File: config.mk
export PLATFORM = sky130hd
export DESIGN_NAME = sb_burst_master
export DESIGN_NICKNAME = d
export VERILOG_FILES = /design/src/rtl/sb_burst_master.sv
export SDC_FILE = /design/constraint.sdc
export NUM_CORES = 1
export LEC_CHECK = 0
export ABC_CLOCK_PERIOD_IN_PS = 2700
export BUFFER_PORTS_ARGS = -buffer_cell sky130_fd_sc_hd__buf_4
export CORE_MARGIN = 2
export CORE_UTILIZATION = 51
export CTS_CLUSTER_SIZE = 40
export DETAILED_ROUTE_END_ITERATION = 10
export MAX_ROUTING_LAYER = met4
export PLACE_DENSITY = 0.8
export SLEW_MARGIN = 20
export SYNTH_ARGS = -nofsm -noshare
export SYNTH_HDL_FRONTEND = slang
export SYNTH_SLANG_ARGS = --single-unit
File: constraint.sdc
create_clock -name sb_clock_i -period 2.7 [get_ports sb_clock_i]
set_input_delay 0.135 -clock sb_clock_i [delete_from_list [all_inputs] [get_ports sb_clock_i]]
set_output_delay 0.135 -clock sb_clock_i [all_outputs]
set_load 0.02 [all_outputs]
File: src/rtl/sb_burst_master.sv
// sb_burst_master: burst master for a shared wired-OR system bus.
// Takes one read or write command, arbitrates, runs the burst, reports done.
//
// Ports:
//   sb_clock_i, sb_reset_n_i        clock, async active-low reset
//   cmd_*                           command handshake and fields
//   wr_data_i/wr_valid_i/wr_ready_o write-data stream
//   rd_data_o/rd_valid_o            read beats (no backpressure)
//   done_o/error_o                  completion pulse and status
//   sb_*_o                          bus drive, zero when not owned
//   sb_*_i                          wired-OR bus inputs
module sb_burst_master #(
  parameter int unsigned TIMEOUT_CYCLES = 1023
) (
  input  logic        sb_clock_i,
  input  logic        sb_reset_n_i,
  input  logic        cmd_valid_i,
  output logic        cmd_ready_o,
  input  logic        cmd_read_n_write_i,
  input  logic [31:0] cmd_address_i,
  input  logic [3:0]  cmd_byte_enables_i,
  input  logic [8:0]  cmd_len_i,
  input  logic [31:0] wr_data_i,
  input  logic        wr_valid_i,
  output logic        wr_ready_o,
  output logic [31:0] rd_data_o,
  output logic        rd_valid_o,
  output logic        done_o,
  output logic        error_o,
  output logic        sb_request_o,
  input  logic        sb_grant_i,
  output logic        sb_begin_transaction_o,
  output logic        sb_end_transaction_o,
  output logic        sb_data_valid_o,
  output logic        sb_read_n_write_o,
  output logic [31:0] sb_address_data_o,
  output logic [3:0]  sb_byte_enables_o,
  output logic [7:0]  sb_burst_size_o,
  input  logic [31:0] sb_address_data_i,
  input  logic        sb_end_transaction_i,
  input  logic        sb_data_valid_i,
  input  logic        sb_busy_i,
  input  logic        sb_error_i
);

  localparam int unsigned TW =
    (TIMEOUT_CYCLES > 1) ? $clog2(TIMEOUT_CYCLES) : 1;
  localparam logic [TW-1:0] TMO_LAST = TW'(TIMEOUT_CYCLES - 1);

  typedef enum logic [2:0] {
    S_IDLE,
    S_REQ,
    S_BEGIN,
    S_RD_DATA,
    S_RD_END,
    S_WR_DATA,
    S_WR_END,
    S_DONE
  } state_t;

  state_t state_q, state_d;

  logic          rnw_q;
  logic [31:0]   addr_q;
  logic [3:0]    be_q;
  logic [8:0]    len_q;
  logic [8:0]    beat_q;
  logic          err_q, err_d;
  logic          end_pend_q, end_pend_d;
  logic [TW-1:0] tmo_q;
  logic          wr_pend_q;
  logic [31:0]   wr_word_q;
  logic          rd_valid_q;
  logic [31:0]   rd_data_q;

  logic          cmd_take;
  logic          rd_beat;
  logic          wr_beat;
  logic          wr_take;
  logic          bus_beat;
  logic          tmo_hit;
  logic          last_beat;
  logic [8:0]    len_m1;

  assign len_m1    = len_q - 9'd1;
  assign last_beat = (beat_q == len_m1);
  assign tmo_hit   = (tmo_q == TMO_LAST);

  assign rd_valid_o = rd_valid_q;
  assign rd_data_o  = rd_data_q;

  always_comb begin
    state_d                = state_q;
    err_d                  = err_q;
    end_pend_d             = end_pend_q;
    cmd_take               = 1'b0;
    rd_beat                = 1'b0;
    wr_beat                = 1'b0;
    wr_take                = 1'b0;
    bus_beat               = 1'b0;
    cmd_ready_o            = 1'b0;
    wr_ready_o             = 1'b0;
    done_o                 = 1'b0;
    error_o                = 1'b0;
    sb_request_o           = 1'b0;
    sb_begin_transaction_o = 1'b0;
    sb_end_transaction_o   = 1'b0;
    sb_data_valid_o        = 1'b0;
    sb_read_n_write_o      = 1'b0;
    sb_address_data_o      = 32'h0;
    sb_byte_enables_o      = 4'h0;
    sb_burst_size_o        = 8'h0;

    unique case (state_q)
      S_IDLE: begin
        // ready is held low while reset is asserted
        cmd_ready_o = sb_reset_n_i;
        if (cmd_valid_i) begin
          cmd_take   = 1'b1;
          end_pend_d = 1'b0;
          if (cmd_len_i == 9'd0 || cmd_len_i > 9'd256) begin
            err_d   = 1'b1;
            state_d = S_DONE;
          end else begin
            err_d   = 1'b0;
            state_d = S_REQ;
          end
        end
      end

      S_REQ: begin
        sb_request_o = 1'b1;
        if (sb_grant_i) begin
          state_d = S_BEGIN;
        end else if (tmo_hit) begin
          err_d   = 1'b1;
          state_d = S_DONE;
        end
      end

      S_BEGIN: begin
        sb_begin_transaction_o = 1'b1;
        sb_address_data_o      = addr_q;
        sb_byte_enables_o      = be_q;
        sb_burst_size_o        = len_m1[7:0];
        sb_read_n_write_o      = rnw_q;
        if (sb_error_i) begin
          err_d   = 1'b1;
          state_d = S_DONE;
        end else begin
          state_d = rnw_q ? S_RD_DATA : S_WR_DATA;
        end
      end

      S_RD_DATA: begin
        if (sb_error_i) begin
          err_d   = 1'b1;
          state_d = S_DONE;
        end else if (sb_data_valid_i) begin
          rd_beat  = 1'b1;
          bus_beat = 1'b1;
          if (last_beat) begin
            state_d = sb_end_transaction_i ? S_DONE : S_RD_END;
          end
        end else if (tmo_hit) begin
          // begin was issued, so close the transaction
          err_d      = 1'b1;
          end_pend_d = 1'b1;
          state_d    = S_DONE;
        end
      end

      S_RD_END: begin
        bus_beat = sb_data_valid_i;
        if (sb_error_i) begin
          err_d   = 1'b1;
          state_d = S_DONE;
        end else if (sb_end_transaction_i) begin
          state_d = S_DONE;
        end else if (tmo_hit && !sb_data_valid_i) begin
          err_d      = 1'b1;
          end_pend_d = 1'b1;
          state_d    = S_DONE;
        end
      end

      S_WR_DATA: begin
        wr_ready_o        = !wr_pend_q;
        sb_data_valid_o   = wr_pend_q;
        sb_address_data_o = wr_pend_q ? wr_word_q : 32'h0;
        if (sb_error_i) begin
          err_d   = 1'b1;
          state_d = S_DONE;
        end else if (wr_pend_q) begin
          if (!sb_busy_i) begin
            wr_beat  = 1'b1;
            bus_beat = 1'b1;
            if (last_beat) begin
              state_d = S_WR_END;
            end
          end
        end else if (wr_valid_i) begin
          wr_take = 1'b1;
        end
      end

      S_WR_END: begin
        sb_end_transaction_o = 1'b1;
        if (sb_error_i) begin
          err_d = 1'b1;
        end
        state_d = S_DONE;
      end

      S_DONE: begin
        done_o               = 1'b1;
        error_o              = err_q;
        sb_end_transaction_o = end_pend_q;
        state_d              = S_IDLE;
      end

      default: begin
        state_d = S_IDLE;
      end
    endcase
  end

  always_ff @(posedge sb_clock_i or negedge sb_reset_n_i) begin
    if (!sb_reset_n_i) begin
      state_q    <= S_IDLE;
      rnw_q      <= 1'b0;
      addr_q     <= 32'h0;
      be_q       <= 4'h0;
      len_q      <= 9'h0;
      beat_q     <= 9'h0;
      err_q      <= 1'b0;
      end_pend_q <= 1'b0;
      tmo_q      <= '0;
      wr_pend_q  <= 1'b0;
      wr_word_q  <= 32'h0;
      rd_valid_q <= 1'b0;
      rd_data_q  <= 32'h0;
    end else begin
      state_q    <= state_d;
      err_q      <= err_d;
      end_pend_q <= end_pend_d;

      if (cmd_take) begin
        rnw_q  <= cmd_read_n_write_i;
        addr_q <= cmd_address_i;
        be_q   <= cmd_byte_enables_i;
        len_q  <= cmd_len_i;
        beat_q <= 9'h0;
      end else if (rd_beat || wr_beat) begin
        beat_q <= beat_q + 9'd1;
      end

      if (state_d != state_q || bus_beat) begin
        tmo_q <= '0;
      end else begin
        tmo_q <= tmo_q + 1'b1;
      end

      rd_valid_q <= rd_beat;
      if (rd_beat) begin
        rd_data_q <= sb_address_data_i;
      end

      if (wr_take) begin
        wr_pend_q <= 1'b1;
        wr_word_q <= wr_data_i;
      end else if (wr_beat || state_d != S_WR_DATA) begin
        wr_pend_q <= 1'b0;
      end
    end
  end

endmodule

==> impl_metrics.env <==
export IMPL_die_h_um=117
export IMPL_rows=41
export IMPL_synth_nets=659
export IMPL_synth_area_leaders="dfrtp_1, mux2_2, a22o_1"
export IMPL_avgSynthCellArea_um2=12.2
export IMPL_power_per_cell_area_mw_per_mm2=1020
export IMPL_slew_violations=0
export IMPL_final_nets=988
export IMPL_numCtsBuffers=17
export IMPL_grt_overflow_total=0
export IMPL_diodes=0
export IMPL_port_buffers=204
export IMPL_power_mw=10.3
export IMPL_cts_sinks=136
export IMPL_tightestPinTransition_ns=0.607
export IMPL_clock_latency_ns=0.43
export IMPL_slew_headroom_pct=59.5
export IMPL_irDropWorstVdd_v=0.000715
export IMPL_synth_area_mm2=0.00653
export IMPL_path_clk_slew_ns=0.06
export IMPL_grt_pass1_vias=6318
export IMPL_drv_cap=0
export IMPL_grt_pass1_wl_um=35000
export IMPL_die_area_mm2=0.0137
export IMPL_critPathArrivalTime_ns=2.90
export IMPL_async_flop_share_pct=100
export IMPL_syn_inst=536
export IMPL_synthFlopType="dfrtp_1"
export IMPL_skew_ns=0.0108
export IMPL_ys_seq_area_share_pct=52.2
export IMPL_yosysTopAreaCellShare_pct=52.2
export IMPL_drc=0
export IMPL_dr_pass1_iters=6
export IMPL_ys_warn_count=0
export IMPL_critPathKind="flop to flop"
export IMPL_yosysUniqueCellTypes=64
export IMPL_routed_wl_um=23200
export IMPL_fin_crit_ns=2.59
export IMPL_area_growth_pct=55.3
export IMPL_place_ws_ns=0.0896
export IMPL_setup_viol=0
export IMPL_vias_per_cell=5.68
export IMPL_finish_utilization_pct=80.6
export IMPL_io_pins=205
export IMPL_worstPathRequired_ns=3.01
export IMPL_final_common_cell="buf_4"
export IMPL_tns_ns=0
export IMPL_die_width_um=117
export IMPL_placed_cell_area_mm2=0.00841
export IMPL_cts_htree_levels=4
export IMPL_grt_max_degree=69
export IMPL_max_freq_mhz=386
export IMPL_outcome="complete, no violations"
export IMPL_antenna_found_initial=0
export IMPL_min_path_type="input pin to flop"
export IMPL_layout_common_cells="buf_4, dfrtp_1, dlygate4sd3_1, mux2_2, a22o_1"
export IMPL_endpoint_kind="flop"
export IMPL_synth_seq_cells=136
export IMPL_cts_tree="yes"
export IMPL_dp_hpwl_um=12700
export IMPL_design_area_mm2=0.0101
export IMPL_cts_root_buf="clkbuf_16"
export IMPL_cp_max_fo=10
export IMPL_regArea_mm2=0.00340
export IMPL_initial_core_util_pct=51.9
export IMPL_ant_nets=0
export IMPL_multi_input_area_mm2=0.00298
export IMPL_synth_edf_count=0
export IMPL_worstSetupStartpointType="flop"
export IMPL_cp_slowest_stage_delay_ns=0.58
export IMPL_place_congestion=0.921
export IMPL_hold_viol_final=0
export IMPL_wire_per_inst_um=22.1
export IMPL_drt_iter0_drc=470
export IMPL_crit_path_cell_trace="or4_4 -> o22ai_2 -> o21ai_1 -> or4_4 -> o21ai_2 -> a311o_1 -> buf_12 -> nor3_2"
export IMPL_p_leak_nw=4.69
export IMPL_post_synth_top_area_cell="dfrtp_1"
export IMPL_period_share_pct=96.0
export IMPL_grt_use_total_pct=36.0
export IMPL_drive_gt1_share_pct=44.9
export IMPL_cp_common_cell="or4_4"
export IMPL_clock_path_buffers=2
export IMPL_n_fill_cell=671
export IMPL_coreArea_mm2=0.0126
export IMPL_finalWorstSetupSlack_ns=0.109
export IMPL_cp_slowest_cell="or4_4"
export IMPL_reg2reg_slack_ns=0.11
export IMPL_dr_total_vias=5962
metrics by stage:
stage	hold slack [ns]	cells
after global placement	0.115	908
after detailed placement	0.122	908
after CTS	0.00331	1049
final	0.0383	1049
after global routing	0.0317	1049
after floorplan	-0.161	536
state kept, by name (all words and copies together), names as in the netlist:
register and flops:
addr_q 32, be_q 4, beat_q 9, end_pend_q 1, err_q 1, len_q 9
rd_data_o 32, rd_valid_o 1, rnw_q 1, state_q 3, tmo_q 10, wr_pend_q 1
wr_word_q 32
Yosys cell counts, types with 2 or more instances:
library cell	number
o2111ai_1	3
ha_1	4
o21ai_0	15
clkbuf_1	27
and2_1	2
o32ai_1	2
nand3_1	11
nand3b_1	2
nand2_1	24
a21o_1	2
nor4_1	2
o311ai_0	2
and3_1	5
dfrtp_1	136
or4_4	2
o21ai_1	2
xor2_1	12
a21boi_0	2
nor3_2	11
nor3_1	10
and4_1	3
nor2b_1	2
inv_1	16
a22o_1	32
a21oi_1	7
xnor2_1	15
o31a_1	2
nand4_1	4
a31oi_1	4
nor2_1	29
or4_1	2
nand2b_1	4
or3_1	2
a211o_1	2
a22oi_1	3
mux2_2	105
kinds of logic after synthesis:
logic type                 count (synthesis)  share of synthesized area [%]
AOI/OAI and AO/OA                         90                           10.5
xor gates and xnor gates                  29                           4.33
adders and majority gates                  4                          0.767
buffers and inverters                     47                           2.90
DFF                                      136                           52.2
muxes                                    107                           18.5
and+or+nand+nor                          123                           10.9
final cells by class:
class	instances	share of cell area, %
flip-flops and latches	136	33.6
multi-input cells	353	29.4
repair buffers	341	28.3
clock buffers	25	5.09
well taps	172	2.12
clock inverters	6	0.864
inverters	16	0.593
per-layer routing:
| layer | vias up | GRT usage [%] | share of wire [%] |
|---|---|---|---|
| met5 | - | - | 0 |
| met4 | 0 | 15.6 | 3.4 |
| met3 | 69 | 9.53 | 7.1 |
| met2 | 310 | 59.5 | 52 |
| met1 | 2977 | 41.7 | 38 |
| li1 | 2606 | - | - |
critical path: cells and delay by family, from the launching register on:
family,cells,cell delay [ns]
flip-flops,1,0.43
AO/OA/AOI/OAI,4,0.68
buffers and inverters,1,0.16
AND/OR/NAND/NOR,3,1.20
power breakdown:
part	internal (mW)	switching (mW)
Combinational	2.11	2.13
Clock	1.50	0.905
Sequential	2.93	0.720
what timing repair did:
item | in CTS | in global routing
buffers inserted | 0 | 0
hold endpoints to repair | 140 | 0
hold buffers | 110 | 0
resized for setup | 0 | 7
endpoints found under the setup margin | 0 | 11
worst paths after layout:
| path | cells past startpoint | to | start |
|---|---|---|---|
| worst max-delay path | 8 | tmo_q[0] | len_q[0] |
| worst min-delay path | 3 | len_q[8] | cmd_len_i[8] |
| worst max register to register | 8 | tmo_q[0] | len_q[0] |
| worst min register to register | 1 | addr_q[13] | addr_q[13] |
| max in group asynchronous | 3 | wr_word_q[17] | sb_reset_n_i |
| min in group asynchronous | 2 | err_q | sb_reset_n_i |
Power figures use the tool's default switching activity.
